[src/rtl/cpu_ctrl_pkg.sv]
// Shared encodings for the RV64I multicycle control unit: FSM states, opcodes,
// rd-source selects and ALU function codes.
package cpu_ctrl_pkg;

  typedef enum logic [2:0] {
    FETCH, DECODE, EXEC, MEM, WB, BRANCH, TRAP
  } state_t;

  localparam logic [6:0] OPC_OP     = 7'b0110011;
  localparam logic [6:0] OPC_IMM    = 7'b0010011;
  localparam logic [6:0] OPC_LOAD   = 7'b0000011;
  localparam logic [6:0] OPC_STORE  = 7'b0100011;
  localparam logic [6:0] OPC_LUI    = 7'b0110111;
  localparam logic [6:0] OPC_AUIPC  = 7'b0010111;
  localparam logic [6:0] OPC_JAL    = 7'b1101111;
  localparam logic [6:0] OPC_JALR   = 7'b1100111;
  localparam logic [6:0] OPC_BRANCH = 7'b1100011;

  localparam logic [1:0] RD_MEM = 2'd0;
  localparam logic [1:0] RD_IMM = 2'd1;
  localparam logic [1:0] RD_ALU = 2'd2;
  localparam logic [1:0] RD_PC4 = 2'd3;

  localparam logic [2:0] ALU_ADD = 3'b000;
  localparam logic [2:0] ALU_SR  = 3'b101;

  // Branch func3 010/011 have no comparison encoding and are treated as illegal.
  function automatic logic insn_legal(logic [6:0] opc, logic [2:0] f3);
    case (opc)
      OPC_OP, OPC_IMM, OPC_LOAD, OPC_STORE, OPC_LUI,
      OPC_AUIPC, OPC_JAL, OPC_JALR: insn_legal = 1'b1;
      OPC_BRANCH:                   insn_legal = (f3[2:1] != 2'b01);
      default:                      insn_legal = 1'b0;
    endcase
  endfunction

endpackage

[src/rtl/branch_cond.sv]
// Branch resolution from the registered {eq, ls, lu} flags; func3[0] inverts.
module branch_cond (
  input  logic [2:0] func3,
  input  logic [2:0] flags,
  output logic       taken
);
  logic base;

  always_comb begin
    base = 1'b0;
    case (func3[2:1])
      2'b00:   base = flags[2];
      2'b10:   base = flags[1];
      2'b11:   base = flags[0];
      default: base = 1'b0;
    endcase
    taken = base ^ func3[0];
  end
endmodule

[src/rtl/control_unit.sv]
// Multicycle sequencer for the RV64I datapath: fetch, decode and a fixed FSM
// driving every strobe and select; outputs are combinational from state and IR.
module control_unit
  import cpu_ctrl_pkg::*;
#(
  parameter state_t ResetState = FETCH
) (
  input  logic        clk,
  input  logic        reset,
  input  logic [31:0] insn,
  input  logic [2:0]  flags_value,
  output logic        load_ins,
  output logic        load_imm,
  output logic        load_rs1,
  output logic        load_rs2,
  output logic        load_alu,
  output logic        load_flags,
  output logic        load_pc_alu,
  output logic        load_data_memory,
  output logic        load_regfile,
  output logic        load_pc,
  output logic        write_mem,
  output logic        sel_pc_next,
  output logic        sel_pc_alu,
  output logic        sel_alu_a,
  output logic        sel_alu_b,
  output logic [1:0]  sel_rd,
  output logic [1:0]  sel_mem_size,
  output logic [2:0]  sel_mem_extension,
  output logic [2:0]  func3,
  output logic        sub_sra,
  output logic [4:0]  rd_addr,
  output logic [4:0]  rs1_addr,
  output logic [4:0]  rs2_addr,
  output logic        insn_done,
  output logic        illegal
);
  state_t     state, state_next;
  logic [6:0] opc;
  logic [2:0] f3;
  logic       taken;
  logic       unused_insn_bits;

  assign opc              = insn[6:0];
  assign f3               = insn[14:12];
  assign rd_addr          = insn[11:7];
  assign rs1_addr         = insn[19:15];
  assign rs2_addr         = insn[24:20];
  assign unused_insn_bits = ^{insn[31], insn[29:25]};

  branch_cond u_branch_cond (
    .func3 (f3),
    .flags (flags_value),
    .taken (taken)
  );

  always_ff @(posedge clk) begin
    if (reset) state <= ResetState;
    else       state <= state_next;
  end

  always_comb begin
    state_next        = state;
    load_ins          = 1'b0;
    load_imm          = 1'b0;
    load_rs1          = 1'b0;
    load_rs2          = 1'b0;
    load_alu          = 1'b0;
    load_flags        = 1'b0;
    load_pc_alu       = 1'b0;
    load_data_memory  = 1'b0;
    load_regfile      = 1'b0;
    load_pc           = 1'b0;
    write_mem         = 1'b0;
    sel_pc_next       = 1'b0;
    sel_pc_alu        = 1'b0;
    sel_alu_a         = 1'b0;
    sel_alu_b         = 1'b0;
    sel_rd            = RD_MEM;
    sel_mem_size      = 2'b00;
    sel_mem_extension = 3'b000;
    func3             = ALU_ADD;
    sub_sra           = 1'b0;
    insn_done         = 1'b0;
    illegal           = 1'b0;

    // Reset blanks every control output so an in-flight instruction cannot write.
    if (!reset) begin
      case (state)
        FETCH: begin
          load_ins   = 1'b1;
          state_next = DECODE;
        end
        DECODE: begin
          load_imm    = 1'b1;
          load_rs1    = 1'b1;
          load_rs2    = 1'b1;
          load_pc_alu = 1'b1;
          if (!insn_legal(opc, f3)) state_next = TRAP;
          else if (opc == OPC_LUI)  state_next = WB;
          else                      state_next = EXEC;
        end
        EXEC: begin
          load_alu   = 1'b1;
          state_next = WB;
          case (opc)
            OPC_OP: begin
              func3   = f3;
              sub_sra = insn[30];
            end
            OPC_IMM: begin
              sel_alu_b = 1'b1;
              func3     = f3;
              sub_sra   = (f3 == ALU_SR) && insn[30];
            end
            OPC_LOAD, OPC_STORE: begin
              sel_alu_b  = 1'b1;
              state_next = MEM;
            end
            OPC_AUIPC, OPC_JAL: begin
              sel_alu_a = 1'b1;
              sel_alu_b = 1'b1;
            end
            OPC_JALR: sel_alu_b = 1'b1;
            OPC_BRANCH: begin
              load_alu   = 1'b0;
              load_flags = 1'b1;
              sub_sra    = 1'b1;
              state_next = BRANCH;
            end
            default: begin
              load_alu   = 1'b0;
              state_next = TRAP;
            end
          endcase
        end
        MEM: begin
          sel_mem_size = insn[13:12];
          if (opc == OPC_STORE) begin
            write_mem  = 1'b1;
            load_pc    = 1'b1;
            insn_done  = 1'b1;
            state_next = FETCH;
          end else begin
            load_data_memory = 1'b1;
            state_next       = WB;
          end
        end
        WB: begin
          load_regfile = (rd_addr != 5'd0);
          load_pc      = 1'b1;
          insn_done    = 1'b1;
          state_next   = FETCH;
          case (opc)
            OPC_LOAD: begin
              sel_rd            = RD_MEM;
              sel_mem_extension = f3;
            end
            OPC_LUI: sel_rd = RD_IMM;
            OPC_JAL, OPC_JALR: begin
              sel_rd      = RD_PC4;
              sel_pc_next = 1'b1;
            end
            default: sel_rd = RD_ALU;
          endcase
        end
        BRANCH: begin
          load_pc    = 1'b1;
          sel_pc_alu = taken;
          insn_done  = 1'b1;
          state_next = FETCH;
        end
        TRAP: illegal = 1'b1;
        default: state_next = ResetState;
      endcase
    end
  end
endmodule

[config.mk]
export PLATFORM = sky130hd
export DESIGN_NAME = control_unit
export DESIGN_NICKNAME = d
export VERILOG_FILES = /design/src/rtl/cpu_ctrl_pkg.sv /design/src/rtl/branch_cond.sv /design/src/rtl/control_unit.sv
export SDC_FILE = /design/constraint.sdc
export NUM_CORES = 1
export LEC_CHECK = 0
export CAP_MARGIN = 20
export CORE_MARGIN = 3
export CORE_UTILIZATION = 28
export DETAILED_ROUTE_END_ITERATION = 7
export PLACE_DENSITY = 0.8
export SLEW_MARGIN = 10
export SYNTH_ARGS = -nofsm -noshare
export SYNTH_HDL_FRONTEND = slang
export SYNTH_SLANG_ARGS = --single-unit
[constraint.sdc]
create_clock -name clk -period 1.9 [get_ports clk]
set_clock_uncertainty 0.15 [all_clocks]
set_input_delay 0.19 -clock clk [delete_from_list [all_inputs] [get_ports clk]]
set_output_delay 0.19 -clock clk [all_outputs]
set_load 0.05 [all_outputs]
==> results <==
==> metrics by stage <==
step | std cells | power [mW] | instance area, µm² | hold WS, ps
2_1_floorplan | 106 | 0.703 | 786 | 245
3_3_place_gp | 186 | 1.04 | 1680 | 230
3_5_place_dp | 186 | 1.07 | 1680 | 230
4_1_cts | 192 | 1.22 | 1770 | 230
5_1_grt | 193 | 1.31 | 1810 | 230
6_report | 193 | 1.25 | 1810 | 230
==> how the worst min path moves through the flow <==
stage                              to  slack, ps
after CTS                 rs2_addr[3]        230
after floorplan              state[2]        240
after global routing      rs1_addr[3]        230
after detailed placement  rs2_addr[3]        230
after global placement    rs2_addr[3]        230
final                     rs1_addr[1]        230
==> layer usage <==
layer	part of all wire	vias up	GRT usage
met5	0	-	0
met4	0.020	0	0.0530
met3	0.084	8	0.0475
met2	0.49	51	0.297
met1	0.40	449	0.198
li1	-	476	-
==> layout by cell type (no fill, tap or decap), drive strengths merged, types with 2 or more instances in the layout <==
master | netlist | final
nor3b | 2 | 2
nand2b | 3 | 3
a21oi | 3 | 3
nand3 | 2 | 2
o21ai | 4 | 4
nor3 | 5 | 5
and2 | 6 | 6
inv | 4 | 4
nor2 | 13 | 13
dlymetal6s2s | 0 | 2
buf | 19 | 55
and3 | 5 | 5
o311ai | 2 | 2
a21boi | 3 | 3
clkbuf | 2 | 4
nand2 | 6 | 6
nand4 | 2 | 2
dfxtp | 3 | 3
nor2b | 4 | 4
clkdlybuf4s50 | 0 | 8
dlygate4sd2 | 0 | 10
nor4 | 3 | 3
==> report_power, final <==
group / internal [mW] / leakage, nW / total [mW] / switching (mW)
Combinational: 0.458 / 0.749 / 0.938 / 0.480
Sequential: 0.108 / 0.0261 / 0.198 / 0.0908
Clock: 0.0788 / 0.0150 / 0.113 / 0.0342
==> cell families after synthesis <==
kind of cell,Yosys count
xor+xnor,1
flops,3
buf+inv,25
mux,1
compound gates,18
simple gates,58
==> synth_stat cells (4+ instances only) <==
cell	number	share of area
and2_1	5	0.042
and3_1	4	0.034
buf_4	19	0.19
inv_1	4	0.020
nand2_1	5	0.025
nor2_1	13	0.066
nor3_1	4	0.027
==> cell type report <==
class                      count  area [µm²]  share of cell area
clock buffer                   4        26.3              0.0145
multi-input combinational     78         626               0.346
tap                           28        35.0              0.0194
sequential                     3        66.3              0.0366
inverter                       4        15.0             0.00829
timing repair buffer          76        1040               0.576
==> worst register-to-register path, stage by stage, from the launching register on <==
cell and delay (ps):
dfxtp_2 420, nor2b_1 240, nand2_1 140, buf_4 160
o41ai_2 320
==> timing repair <==
action / in CTS / in global routing
gates resized for setup: 26 / 11
setup buffers: 2 / 1
setup endpoints to repair: 26 / 19
pin swaps: 7 / 9
gates cloned: 0 / 0
==> results.sh <==
export IMPL_status="finished, final reports clean"
export IMPL_initial_core_util=0.313
export IMPL_hold_class="input pin to output pin"
export IMPL_drc=0
export IMPL_clock_sinks=3
export IMPL_clkTransAtPathRegs_ps=40
export IMPL_cts_htree_levels=1
export IMPL_synth_fp_nets=143
export IMPL_first_pass_iters=4
export IMPL_root_buffer="clkbuf_4"
export IMPL_endpoint="sub_sra"
export IMPL_synthXorXnorAreaFrac=0.0119
export IMPL_hpwlAfterDp_um=2320
export IMPL_avgRoutedWirePerCell_um=14.7
export IMPL_yosys_warnings=0
export IMPL_dieArea_mm2=0.00329
export IMPL_layout_nets=203
export IMPL_netlist_instances=106
export IMPL_synth_compound_area_frac=0.190
export IMPL_grt_total_usage=0.170
export IMPL_rows=17
export IMPL_antenna_found_initial=0
export IMPL_ioPinCount=80
export IMPL_max_freq_mhz=542
export IMPL_async_reset_ff_frac=0
export IMPL_r2r_slack_ps=360
export IMPL_synthMuxAreaShare=0.0136
export IMPL_slew_headroom=0.718
export IMPL_period_needed_ps=1850
export IMPL_critPathMaxFanout=6
export IMPL_cp_slowest_cell="dfxtp_4"
export IMPL_p_per_area_mw_per_mm2=690
export IMPL_n_antenna_cell=0
export IMPL_die_width_um=57.3
export IMPL_hold_depth=0
export IMPL_cp_start_kind="flip-flop"
export IMPL_top_regs="state x3"
export IMPL_drt_iter0_markers=11
export IMPL_yosys_area_share_adder=0
export IMPL_max_stage_delay_ps=400
export IMPL_vias_per_cell=5.10
export IMPL_endpoint_kind="output pin"
export IMPL_drive_gt1_frac=0.570
export IMPL_ys_seq_elements=3
export IMPL_cts_hold_buf=0
export IMPL_synth_top_family_by_area="simple AND/OR/NAND/NOR gates"
export IMPL_clk_insertion_delay_late_ps=230
export IMPL_finalCritPeriodShare=0.972
export IMPL_path_depth=5
export IMPL_drv_cap=0
export IMPL_setup_worst_path_start="state[1]"
export IMPL_hold_viol=0
export IMPL_place_ws_ps=-165
export IMPL_critical_path_cell_chain="nand2b_4 > nor3_4 > nand3_1 > o21ai_2 > buf_12"
export IMPL_cts_tree="yes"
export IMPL_grt_pass1_vias=1021
export IMPL_drt_antenna_violating_nets=0
export IMPL_routed_wl_um=2850
export IMPL_vias=984
export IMPL_place_congestion=0.801
export IMPL_yosysSeqAreaShare=0.0814
export IMPL_fillers=148
export IMPL_arrival_ps=1510
export IMPL_synth_distinct_cells=43
export IMPL_ir_drop_uv=813
export IMPL_power_leakage_nw=0.790
export IMPL_r2r_end="state[2]"
export IMPL_fin_util=0.767
export IMPL_synth_edff_count=0
export IMPL_largest_register_ffs=3
export IMPL_die_h_um=57.3
export IMPL_worstMarginPinSlew_ps=419
export IMPL_io_buffers=53
export IMPL_area_growth_synth_to_final_pct=145
export IMPL_path_class="flip-flop to output pin"
export IMPL_cp_num_buf_inv=1
export IMPL_cts_buffers=3
export IMPL_synthSimpleGateAreaFrac=0.478
export IMPL_fin_ws_ps=53.3
export IMPL_crit_family="simple AND/OR/NAND/NOR gates"
export IMPL_fin_setup_tns_ps=0
export IMPL_synthFlopType="dfxtp_1"
export IMPL_finalSetupViolCount=0
export IMPL_rsz0062_at_grt="true"
export IMPL_grt_pass1_wl_um=4620
export IMPL_largest_register="state"
export IMPL_slew_viol_final=0
export IMPL_grt_start_max_net_pins=15
export IMPL_required_ps=1560
export IMPL_overflow=0
export IMPL_worstHoldStart="insn[16]"
export IMPL_post_synth_instance_area_um2=738
export IMPL_rr_startpoint="state[0]"
export IMPL_syn_avg_cell_area_um2=6.96
export IMPL_cts_max_path_buffers=2
export IMPL_core_mm2=0.00236
export IMPL_ff2ff_path_depth=4
(Power assumes the default switching activity.)
